[src/rtl/t05_huffman_decode_if.sv]
// Bit-stream, SRAM node-read and character-out signals of the team 05 Huffman decoder.
// master = decoder side, slave = bit source / SRAM / byte sink side.
interface t05_huffman_decode_if #(
    parameter int IDX_W = 7
);
    logic             bit_in;
    logic             bit_valid;
    logic             last_bit;
    logic             bit_ready;
    logic [IDX_W-1:0] sram_addr;
    logic             sram_rd;
    logic [70:0]      sram_rdata;
    logic             sram_done;
    logic [7:0]       char_out;
    logic             char_valid;
    logic             char_ready;

    modport master (
        input  bit_in, bit_valid, last_bit, sram_rdata, sram_done, char_ready,
        output bit_ready, sram_addr, sram_rd, char_out, char_valid
    );

    modport slave (
        output bit_in, bit_valid, last_bit, sram_rdata, sram_done, char_ready,
        input  bit_ready, sram_addr, sram_rd, char_out, char_valid
    );
endinterface

[src/rtl/t05_huffman_decode.sv]
// Huffman tree walker: fetches one SRAM node per step, consumes one bit per node, emits a byte per leaf.
// Optional T05_ROOT_CACHE_EN: keep the root's children so later symbols start without a root read.
module t05_huffman_decode #(
    parameter int IDX_W     = 7,
    parameter int MAX_DEPTH = 127
) (
    input  logic                 clk,
    input  logic                 rst_n,
    input  logic                 en,
    input  logic [IDX_W-1:0]     root_idx,
    t05_huffman_decode_if.master bus,
    output logic                 dec_fin,
    output logic                 err,
    output logic [2:0]           state
);
    localparam int DW = $clog2(MAX_DEPTH + 2);

    typedef enum logic [2:0] {
        S_IDLE  = 3'd0,
        S_FETCH = 3'd1,
        S_WAIT  = 3'd2,
        S_BIT   = 3'd3,
        S_EMIT  = 3'd4,
        S_DONE  = 3'd5,
        S_ERR   = 3'd6
    } state_e;

    state_e           state_q, state_d;
    logic [IDX_W-1:0] cur_idx_q, cur_idx_d;
    logic [IDX_W-1:0] root_q, root_d;
    logic [DW-1:0]    depth_q, depth_d;
    logic [8:0]       left_q, left_d;
    logic [8:0]       right_q, right_d;
    logic [7:0]       char_q, char_d;
    logic             last_q, last_d;
    logic             dec_fin_q, dec_fin_d;
    logic             err_q, err_d;
    logic [8:0]       child;
`ifdef T05_ROOT_CACHE_EN
    logic [8:0]       root_left_q, root_left_d;
    logic [8:0]       root_right_q, root_right_d;
    logic             root_vld_q, root_vld_d;
`endif

    // node index and sum fields of the node word carry no decode information
    logic unused_rdata;
    assign unused_rdata = ^{bus.sram_rdata[70:64], bus.sram_rdata[45:0]};

    assign child = bus.bit_in ? right_q : left_q;

    always_comb begin
        state_d   = state_q;
        cur_idx_d = cur_idx_q;
        root_d    = root_q;
        depth_d   = depth_q;
        left_d    = left_q;
        right_d   = right_q;
        char_d    = char_q;
        last_d    = last_q;
        dec_fin_d = dec_fin_q;
        err_d     = err_q;
`ifdef T05_ROOT_CACHE_EN
        root_left_d  = root_left_q;
        root_right_d = root_right_q;
        root_vld_d   = root_vld_q;
`endif
        case (state_q)
            S_IDLE: begin
                if (en) begin
                    cur_idx_d = root_idx;
                    root_d    = root_idx;
                    depth_d   = '0;
                    state_d   = S_FETCH;
                end
            end
            S_FETCH: begin
                depth_d = (depth_q == '1) ? depth_q : depth_q + DW'(1);
                state_d = S_WAIT;
            end
            S_WAIT: begin
                if (depth_q > DW'(MAX_DEPTH)) begin
                    err_d   = 1'b1;
                    state_d = S_ERR;
                end else if (bus.sram_done) begin
                    left_d  = bus.sram_rdata[63:55];
                    right_d = bus.sram_rdata[54:46];
`ifdef T05_ROOT_CACHE_EN
                    // first completed read after start is always the root
                    if (!root_vld_q) begin
                        root_left_d  = bus.sram_rdata[63:55];
                        root_right_d = bus.sram_rdata[54:46];
                        root_vld_d   = 1'b1;
                    end
`endif
                    state_d = S_BIT;
                end
            end
            S_BIT: begin
                if (bus.bit_valid) begin
                    if (!child[8]) begin
                        char_d  = child[7:0];
                        last_d  = bus.last_bit;
                        state_d = S_EMIT;
                    end else if (!child[7]) begin
                        cur_idx_d = IDX_W'(child[6:0]);
                        if (bus.last_bit) begin
                            err_d   = 1'b1;
                            state_d = S_ERR;
                        end else begin
                            state_d = S_FETCH;
                        end
                    end else begin
                        err_d   = 1'b1;
                        state_d = S_ERR;
                    end
                end
            end
            S_EMIT: begin
                if (bus.char_ready) begin
                    if (last_q) begin
                        dec_fin_d = 1'b1;
                        state_d   = S_DONE;
                    end else begin
                        depth_d   = '0;
                        cur_idx_d = root_q;
`ifdef T05_ROOT_CACHE_EN
                        left_d    = root_left_q;
                        right_d   = root_right_q;
                        state_d   = S_BIT;
`else
                        state_d   = S_FETCH;
`endif
                    end
                end
            end
            S_DONE:  state_d = S_DONE;
            S_ERR:   state_d = S_ERR;
            default: state_d = S_IDLE;
        endcase

        if (!en) begin
            state_d   = S_IDLE;
            cur_idx_d = '0;
            root_d    = '0;
            depth_d   = '0;
            left_d    = '0;
            right_d   = '0;
            char_d    = '0;
            last_d    = 1'b0;
            dec_fin_d = 1'b0;
            err_d     = 1'b0;
`ifdef T05_ROOT_CACHE_EN
            root_left_d  = '0;
            root_right_d = '0;
            root_vld_d   = 1'b0;
`endif
        end
    end

    always_ff @(posedge clk or negedge rst_n) begin
        if (!rst_n) begin
            state_q   <= S_IDLE;
            cur_idx_q <= '0;
            root_q    <= '0;
            depth_q   <= '0;
            left_q    <= '0;
            right_q   <= '0;
            char_q    <= '0;
            last_q    <= 1'b0;
            dec_fin_q <= 1'b0;
            err_q     <= 1'b0;
`ifdef T05_ROOT_CACHE_EN
            root_left_q  <= '0;
            root_right_q <= '0;
            root_vld_q   <= 1'b0;
`endif
        end else begin
            state_q   <= state_d;
            cur_idx_q <= cur_idx_d;
            root_q    <= root_d;
            depth_q   <= depth_d;
            left_q    <= left_d;
            right_q   <= right_d;
            char_q    <= char_d;
            last_q    <= last_d;
            dec_fin_q <= dec_fin_d;
            err_q     <= err_d;
`ifdef T05_ROOT_CACHE_EN
            root_left_q  <= root_left_d;
            root_right_q <= root_right_d;
            root_vld_q   <= root_vld_d;
`endif
        end
    end

    assign bus.bit_ready  = (state_q == S_BIT);
    assign bus.sram_rd    = (state_q == S_FETCH);
    assign bus.char_valid = (state_q == S_EMIT);
    assign bus.sram_addr  = cur_idx_q;
    assign bus.char_out   = char_q;
    assign dec_fin        = dec_fin_q;
    assign err            = err_q;
    assign state          = state_q;
endmodule

[src/flat_wrapper.sv]
// flat-port wrapper written by rule: the top's interface ports become plain ports
module t05_huffman_decode_flat 
#(
    parameter int IDX_W     = 7,
    parameter int MAX_DEPTH = 127
)
  (clk, rst_n, en, root_idx, dec_fin, err, state, bus_bit_in, bus_bit_valid, bus_last_bit, bus_sram_rdata, bus_sram_done, bus_char_ready, bus_bit_ready, bus_sram_addr, bus_sram_rd, bus_char_out, bus_char_valid);
  t05_huffman_decode_if #(.IDX_W(IDX_W)) bus_i ();
  input  logic clk;
  input  logic rst_n;
  input  logic en;
  input  logic [IDX_W-1:0] root_idx;
  output logic dec_fin;
  output logic err;
  output logic [2:0] state;
  input wire logic [$bits(bus_i.bit_in)-1:0] bus_bit_in;
  input wire logic [$bits(bus_i.bit_valid)-1:0] bus_bit_valid;
  input wire logic [$bits(bus_i.last_bit)-1:0] bus_last_bit;
  input wire logic [$bits(bus_i.sram_rdata)-1:0] bus_sram_rdata;
  input wire logic [$bits(bus_i.sram_done)-1:0] bus_sram_done;
  input wire logic [$bits(bus_i.char_ready)-1:0] bus_char_ready;
  output wire logic [$bits(bus_i.bit_ready)-1:0] bus_bit_ready;
  output wire logic [$bits(bus_i.sram_addr)-1:0] bus_sram_addr;
  output wire logic [$bits(bus_i.sram_rd)-1:0] bus_sram_rd;
  output wire logic [$bits(bus_i.char_out)-1:0] bus_char_out;
  output wire logic [$bits(bus_i.char_valid)-1:0] bus_char_valid;
  assign bus_i.bit_in = bus_bit_in;
  assign bus_i.bit_valid = bus_bit_valid;
  assign bus_i.last_bit = bus_last_bit;
  assign bus_i.sram_rdata = bus_sram_rdata;
  assign bus_i.sram_done = bus_sram_done;
  assign bus_i.char_ready = bus_char_ready;
  assign bus_bit_ready = bus_i.bit_ready;
  assign bus_sram_addr = bus_i.sram_addr;
  assign bus_sram_rd = bus_i.sram_rd;
  assign bus_char_out = bus_i.char_out;
  assign bus_char_valid = bus_i.char_valid;
  t05_huffman_decode #(.IDX_W(IDX_W), .MAX_DEPTH(MAX_DEPTH)) u_core (.clk(clk), .rst_n(rst_n), .en(en), .root_idx(root_idx), .bus(bus_i), .dec_fin(dec_fin), .err(err), .state(state));
endmodule
[config.mk]
export PLATFORM = sky130hd
export DESIGN_NAME = t05_huffman_decode_flat
export DESIGN_NICKNAME = d
export VERILOG_FILES = /design/src/rtl/t05_huffman_decode_if.sv /design/src/rtl/t05_huffman_decode.sv /design/src/flat_wrapper.sv
export SDC_FILE = /design/constraint.sdc
export NUM_CORES = 1
export LEC_CHECK = 0
export ABC_AREA = 1
export CAP_MARGIN = 20
export CORE_MARGIN = 5
export CORE_UTILIZATION = 68
export DETAILED_ROUTE_END_ITERATION = 12
export DONT_BUFFER_PORTS = 1
export PLACE_DENSITY_LB_ADDON = 0.05
export RECOVER_POWER = 50
export REMOVE_ABC_BUFFERS = 1
export SLEW_MARGIN = 40
export SYNTH_ARGS = -nofsm -noshare
export SYNTH_HDL_FRONTEND = slang
export SYNTH_SLANG_ARGS = --single-unit
[constraint.sdc]
create_clock -name clk -period 2.6 [get_ports clk]
set_clock_uncertainty 0.05 [all_clocks]
set_input_delay 0.26 -clock clk [delete_from_list [all_inputs] [get_ports clk]]
set_output_delay 0.26 -clock clk [all_outputs]
set_load 0.01 [all_outputs]
=== After elaboration in Yosys (flattened, before gate mapping) ===
Index checks and enable logic that the tools add are counted.

* Input port bits: 86
* Logic and storage cells: 101
* Bits in latches: 0
* Bits in writable memories: 0
* Bits in read-only memories: 0
* Memories kept: 0
* Flip-flop bits (word level): 54

* $lt $le $gt $ge: 1
* Eq/ne operators: 29
* Shifts and indexed selects: 0
* Reduce and logical (&&, ||, !) cells: 8
* $add $sub $neg: 1
* Multipliers: 0
* Div/mod/pow operators: 0
* Bitwise gates (word level): 0
* Multiplexer cells: 52

{| class="wikitable"
|+ Operators by type and width
! operator !! number
|-
| $mux W9 || 9
|-
| $mux W8 || 8
|-
| $mux W7 || 8
|-
| $mux W3 || 9
|-
| $pmux W8 S3 || 1
|-
| $pmux W3 S7 || 1
|-
| $pmux W7 S3 || 1
|-
| $ne A2 B1 Y1 const B || 8
|-
| $ne A3 B3 Y1 const B || 5
|-
| $mux W1 || 14
|-
| $reduce_and A3 Y1 || 4
|-
| $eq A3 B3 Y1 const B || 3
|-
| $add A8 B1 Y8 const B || 1
|-
| $eq A8 B8 Y1 const B || 1
|-
| $gt A8 B7 Y1 const B || 1
|-
| $ne A4 B1 Y1 const B || 2
|-
| $ne A4 B3 Y1 const B || 2
|-
| $eq A3 B2 Y1 const B || 2
|-
| $ne A3 B2 Y1 const B || 2
|-
| $reduce_and A6 Y1 || 1
|-
| $reduce_and A5 Y1 || 1
|-
| $ne A2 B2 Y1 const B || 2
|-
| $reduce_and A4 Y1 || 1
|-
| $eq A3 B1 Y1 const B || 1
|-
| other kinds (3) || 3
|}

=== Longest topological paths before layout ===
* Depth after elaboration: 6
* Mapped depth: 10
* Gate-level depth less buffers: 10

=== Least setup slack after synthesis ===
OpenSTA, ideal clock, no wires.

* Path type: register -> register
* From: register u_core.state_q[2], in the netlist u_core.state[2]
* To: register u_core.depth_q[6]
* Cell stages (with the launch flop): 11
* Path slack: 1,076 ps
* Data arrival time: 1,345 ps
* Required time: 2,421 ps
* Cells stage by stage: dfrtp_1 buf_4 inv_1 nand3_1 inv_2 nand2_1 nand2_1 nand2_2 buf_4 nand2_1 o21ai_0

* Longest elaborated chain between the ends: 3
* Elaborated cells between the ends (all ways): 10
* Those cells by class: 6 x eq/ne; 2 x mux; 2 x reduce/logical

{| class="wikitable"
|+ RTL lines
! what !! line !! RTL
|-
| from (decl) || t05_huffman_decode.sv:28 || <nowiki>state_e state_q, state_d;</nowiki>
|-
| from (signal assigned) || t05_huffman_decode.sv:178 || <nowiki>state_q <= state_d;</nowiki>
|-
| $eq A3 B1 Y1 (*) || -- ||
|-
| via bus_sram_rd || flat_wrapper.sv:24 || <nowiki>output wire logic [$bits(bus_i.sram_rd)-1:0] bus_sram_rd;</nowiki>
|-
| $ne A4 B1 Y1 (no source line) (tied with other cells) || -- ||
|-
| $reduce_and A4 Y1 (no source line) or $mux W8 (tied branches) || -- ||
|-
| to (signal assigned) || t05_huffman_decode.sv:181 || <nowiki>depth_q <= depth_d;</nowiki>
|-
| to (decl) || t05_huffman_decode.sv:31 || <nowiki>logic [DW-1:0] depth_q, depth_d;</nowiki>
|}

The timed path passes the listed nets; every way through them passes the cells marked *.
A chain may end at the register's enable or synchronous reset.

=== Worst setup path after layout ===
* From: register u_core.state_q[0], in the netlist u_core.state[0]
* To: register u_core.char_q[4], in the netlist u_core.bus.char_out[4]

* Longest elaborated chain between the ends: 3

{| class="wikitable"
|+ RTL lines
! what !! line !! RTL
|-
| $eq A3 B2 Y1 || t05_huffman_decode.sv:67 || <nowiki>case (state_q)</nowiki>
|-
| $ne A2 B1 Y1 (no source line) || -- ||
|-
| $reduce_and A3 Y1 (no source line) || -- ||
|-
| to (signal assigned) || t05_huffman_decode.sv:184 || <nowiki>char_q <= char_d;</nowiki>
|-
| to (decl) || t05_huffman_decode.sv:34 || <nowiki>logic [7:0] char_q, char_d;</nowiki>
|}

No other way between the ends.

==> results.md <==
- Largest net degree at the start of global routing: 55
- Final wirelength: 6.19 mm
- Distinct cell type count after synthesis: 29
- Syn Inst Count: 401
- Power Total: 0.00224 W
- Final #Nets: 484
- CP max stage cell: dfrtp_1
- Synth top area share: between 40% and 50%
- DIE AREA: 5650 µm²
- Hold Crit Class: in -> reg
- CP most frequent cell: nand2_1
- Initial antenna violation count: 0
- Unrepaired setup endpoints after global routing: false
- Outcome: finished clean
- CTS clk-pin slew, worst paths: about 100 ps
- Synth Flop Type: dfrtp_1
- Max H-tree Level: 2
- Worst Path Max Fanout: 16
- Leakage Power: approximately 1.5 nW
- Fmax: 526 MHz
- Final hold vios: 0
- CP cell instances: nand2_1 -> nor2_2 -> buf_4 -> nand2_1 -> o21ai_4 -> nand3_1 -> o21ai_0
- Ys async rst share: 100%
- Layout cell share with drive strength beyond 1: 7.04%
- First DRT Iteration DRCs: 99
- Cell Area, Synth: 2890 µm²
- Post-synthesis register bit count: 54
- Setup crit start kind: register
- Crit share post-route: 73.1%
- EDFF count, synth: 0
- CTS sink count: 54
- Die H: between 70 and 80 µm
- CP arrival: 2070 ps
- Pwr Density: 749 nW/µm²
- Dominant cells by area after synthesis: dfrtp_1 47%, nand2_1 20%, nand3_1 6.2%
- Die width: 75.2 µm
- Slew Limit Fails: 0
- CP max stage delay: 570 ps
- Vias in the first global route: 2395
- Io pins: 109
- Initial Util: 71.1%
- Grt ovf: 0
- Max_cap viols: 0
- Final setup viols: 0
- Commonest cells post-synth: 152 x nand2_1, 54 x dfrtp_1, 42 x inv_1
- Post-layout minimum cycle time: approximately 1900 ps
- Relative slew margins: 12.7%
- First-pass GRT wire length: 10.9 mm
- Antenna Cells: 0
- Synth warn: 0
- Filler cells: around 340
- Top Usage Layer GRT: met2
- Number of remaining DRC errors: 0
- Crit Path Class: reg -> reg
- Routed WL per cell: 13.8 µm
- DR pass1 iterations: 4
- Core box area: 4060 µm²
- CTS tree: yes
- CTS Buf Count: 5
- Cell family with most CP delay: flip-flops
- RePlAce Congestion: 0.873
- Via count: 2455
- Area leader, netlist: dfrtp_1
- Vias per std cell: ~5.5
- GRT Resource Usage Total: about 25%
- Post-synthesis sequential area ratio: 46.8%
- Count leader, synth: nand2_1
- Critical Path RT: 2770 ps
- Final ANT Viol Nets: 0
- FP Rows: 23
- Maximum clock path buffer count: 2
- CP Capture Type: register
- Maximum VDD drop: 400 µV
- Worst path bufs/invs: 1
- Synth Area per Inst: 7.20 µm²
- Slew @ Worst Pin: 1310 ps
- GR Layer Usage met2: 42.2%
- M3 GR Usage: 5.61%
- Dpl hpwl: 4.41 mm
- Layout area overhead: 3.38%
- Fin Setup TNS: 0 ps
- Met1 Usage GRT: 33.2%
- CTS root buffer: clkbuf_8
- Port bufs: 0
- Latest clock arrival within the worst-skew pair: ~310 ps
[layout make-up]
type                       count  area (µm²)  share of cell area, %
multi-input combinational    286        1270                   42.7
inverter                      47         179                   6.00
tap                           50        62.6                   2.10
timing repair buffer           3        22.5                  0.755
sequential                    54        1350                   45.3
clock buffer                   5        68.8                   2.31
clock inverter                 3        25.0                  0.839
[path summary, 6_finish.rpt]
| path | startpoint | endpoint | slack, ps | cells past startpoint |
|---|---|---|---|---|
| setup reg to reg | u_core.state[0]$_DFFE_PN0P_ | u_core.bus.char_out[4]$_DFFE_PN0P_ | 700 | 7 |
| setup / recovery | u_core.state[0]$_DFFE_PN0P_ | u_core.bus.char_out[4]$_DFFE_PN0P_ | 700 | 7 |
| max in group asynchronous | rst_n | u_core.bus.char_out[0]$_DFFE_PN0P_ | 970 | 2 |
| hold / removal | bus_sram_rdata[49] | u_core.right_q[3]$_DFFE_PN0P_ | 8 | 2 |
| min in group asynchronous | rst_n | u_core.state[1]$_DFFE_PN0P_ | 730 | 2 |
| hold reg to reg | u_core.right_q[3]$_DFFE_PN0P_ | u_core.right_q[3]$_DFFE_PN0P_ | 430 | 2 |
[cells in the final DEF, fill, tap and decap left out, types with 2 or more instances in the layout]
master | netlist | final
nand2_1 | 152 | 152
dfrtp_1 | 54 | 54
inv_1 | 42 | 42
nand3_1 | 36 | 36
o21ai_0 | 33 | 33
nor2_1 | 24 | 24
a21oi_1 | 9 | 9
nand4_1 | 6 | 6
o21ai_1 | 5 | 5
clkbuf_8 | 0 | 5
nor2_2 | 4 | 4
nand2_2 | 4 | 4
inv_2 | 4 | 4
nand3b_1 | 2 | 2
o22ai_1 | 2 | 2
[layer usage]
metal	vias up	wire, µm
met5	-	0
met1	1132	2600
li1	1253	-
met3	11	379
met2	59	3130
met4	0	88
[worst reg2reg max path: cells and delay by family, from the launching register on]
kind,cells,cell delay (ps)
AOI/OAI and AO/OA,2,430
and+or+nand+nor,4,540
DFF,1,570
buffers and inverters,1,220
[timing repair]
| action | 4_1_cts | 5_1_grt |
|---|---|---|
| endpoints found under the setup margin | 0 | 0 |
| resized for setup | 0 | 0 |
| hold buffers | 2 | 0 |
| endpoints found under the hold margin | 54 | 0 |
| buffers inserted | 0 | 0 |
[sequential cells by signal, summed over array words and instances (netlist names)]
signal and cells:
u_core.state 3, u_core.bus.sram_addr 7, u_core.right_q 9, u_core.depth_q 8
u_core.root_q 7, u_core.left_q 9, u_core.err 1, u_core.bus.char_out 8
u_core.last_q 1, u_core.dec_fin 1
[power by group]
group / internal (W) / leakage [nW] / switching (W)
Clock: 0.000195 / 0.0447 / 0.000286
Sequential: 0.000992 / 0.731 / 0.000160
Combinational: 0.000178 / 0.702 / 0.000425
[kinds of logic after synthesis]
logic type / count (synthesis) / share of synthesized area (%)
flops: 54 / 46.8
buf+inv: 61 / 9.02
compound gates: 54 / 10.3
fa+ha+maj: 1 / 0.433
simple gates: 231 / 33.5
[stage by stage]
| stage | area, µm² | setup WS (ps) | std cells | util [%] | hold slack [ps] |
|---|---|---|---|---|---|
| after global placement | 2880 | 803 | 438 | 70.9 | -84.2 |
| after CTS | 3010 | 707 | 448 | 74.1 | 4.60 |
| after global routing | 2980 | 519 | 448 | 73.5 | 11.5 |
| after floorplan | 2810 | 911 | 387 | - | -85.6 |
| after detailed placement | 2880 | 737 | 438 | 70.9 | -83.9 |
| final | 2980 | 700 | 448 | 73.5 | 8.12 |
Note: power is estimated with default switching activity, not from simulation.
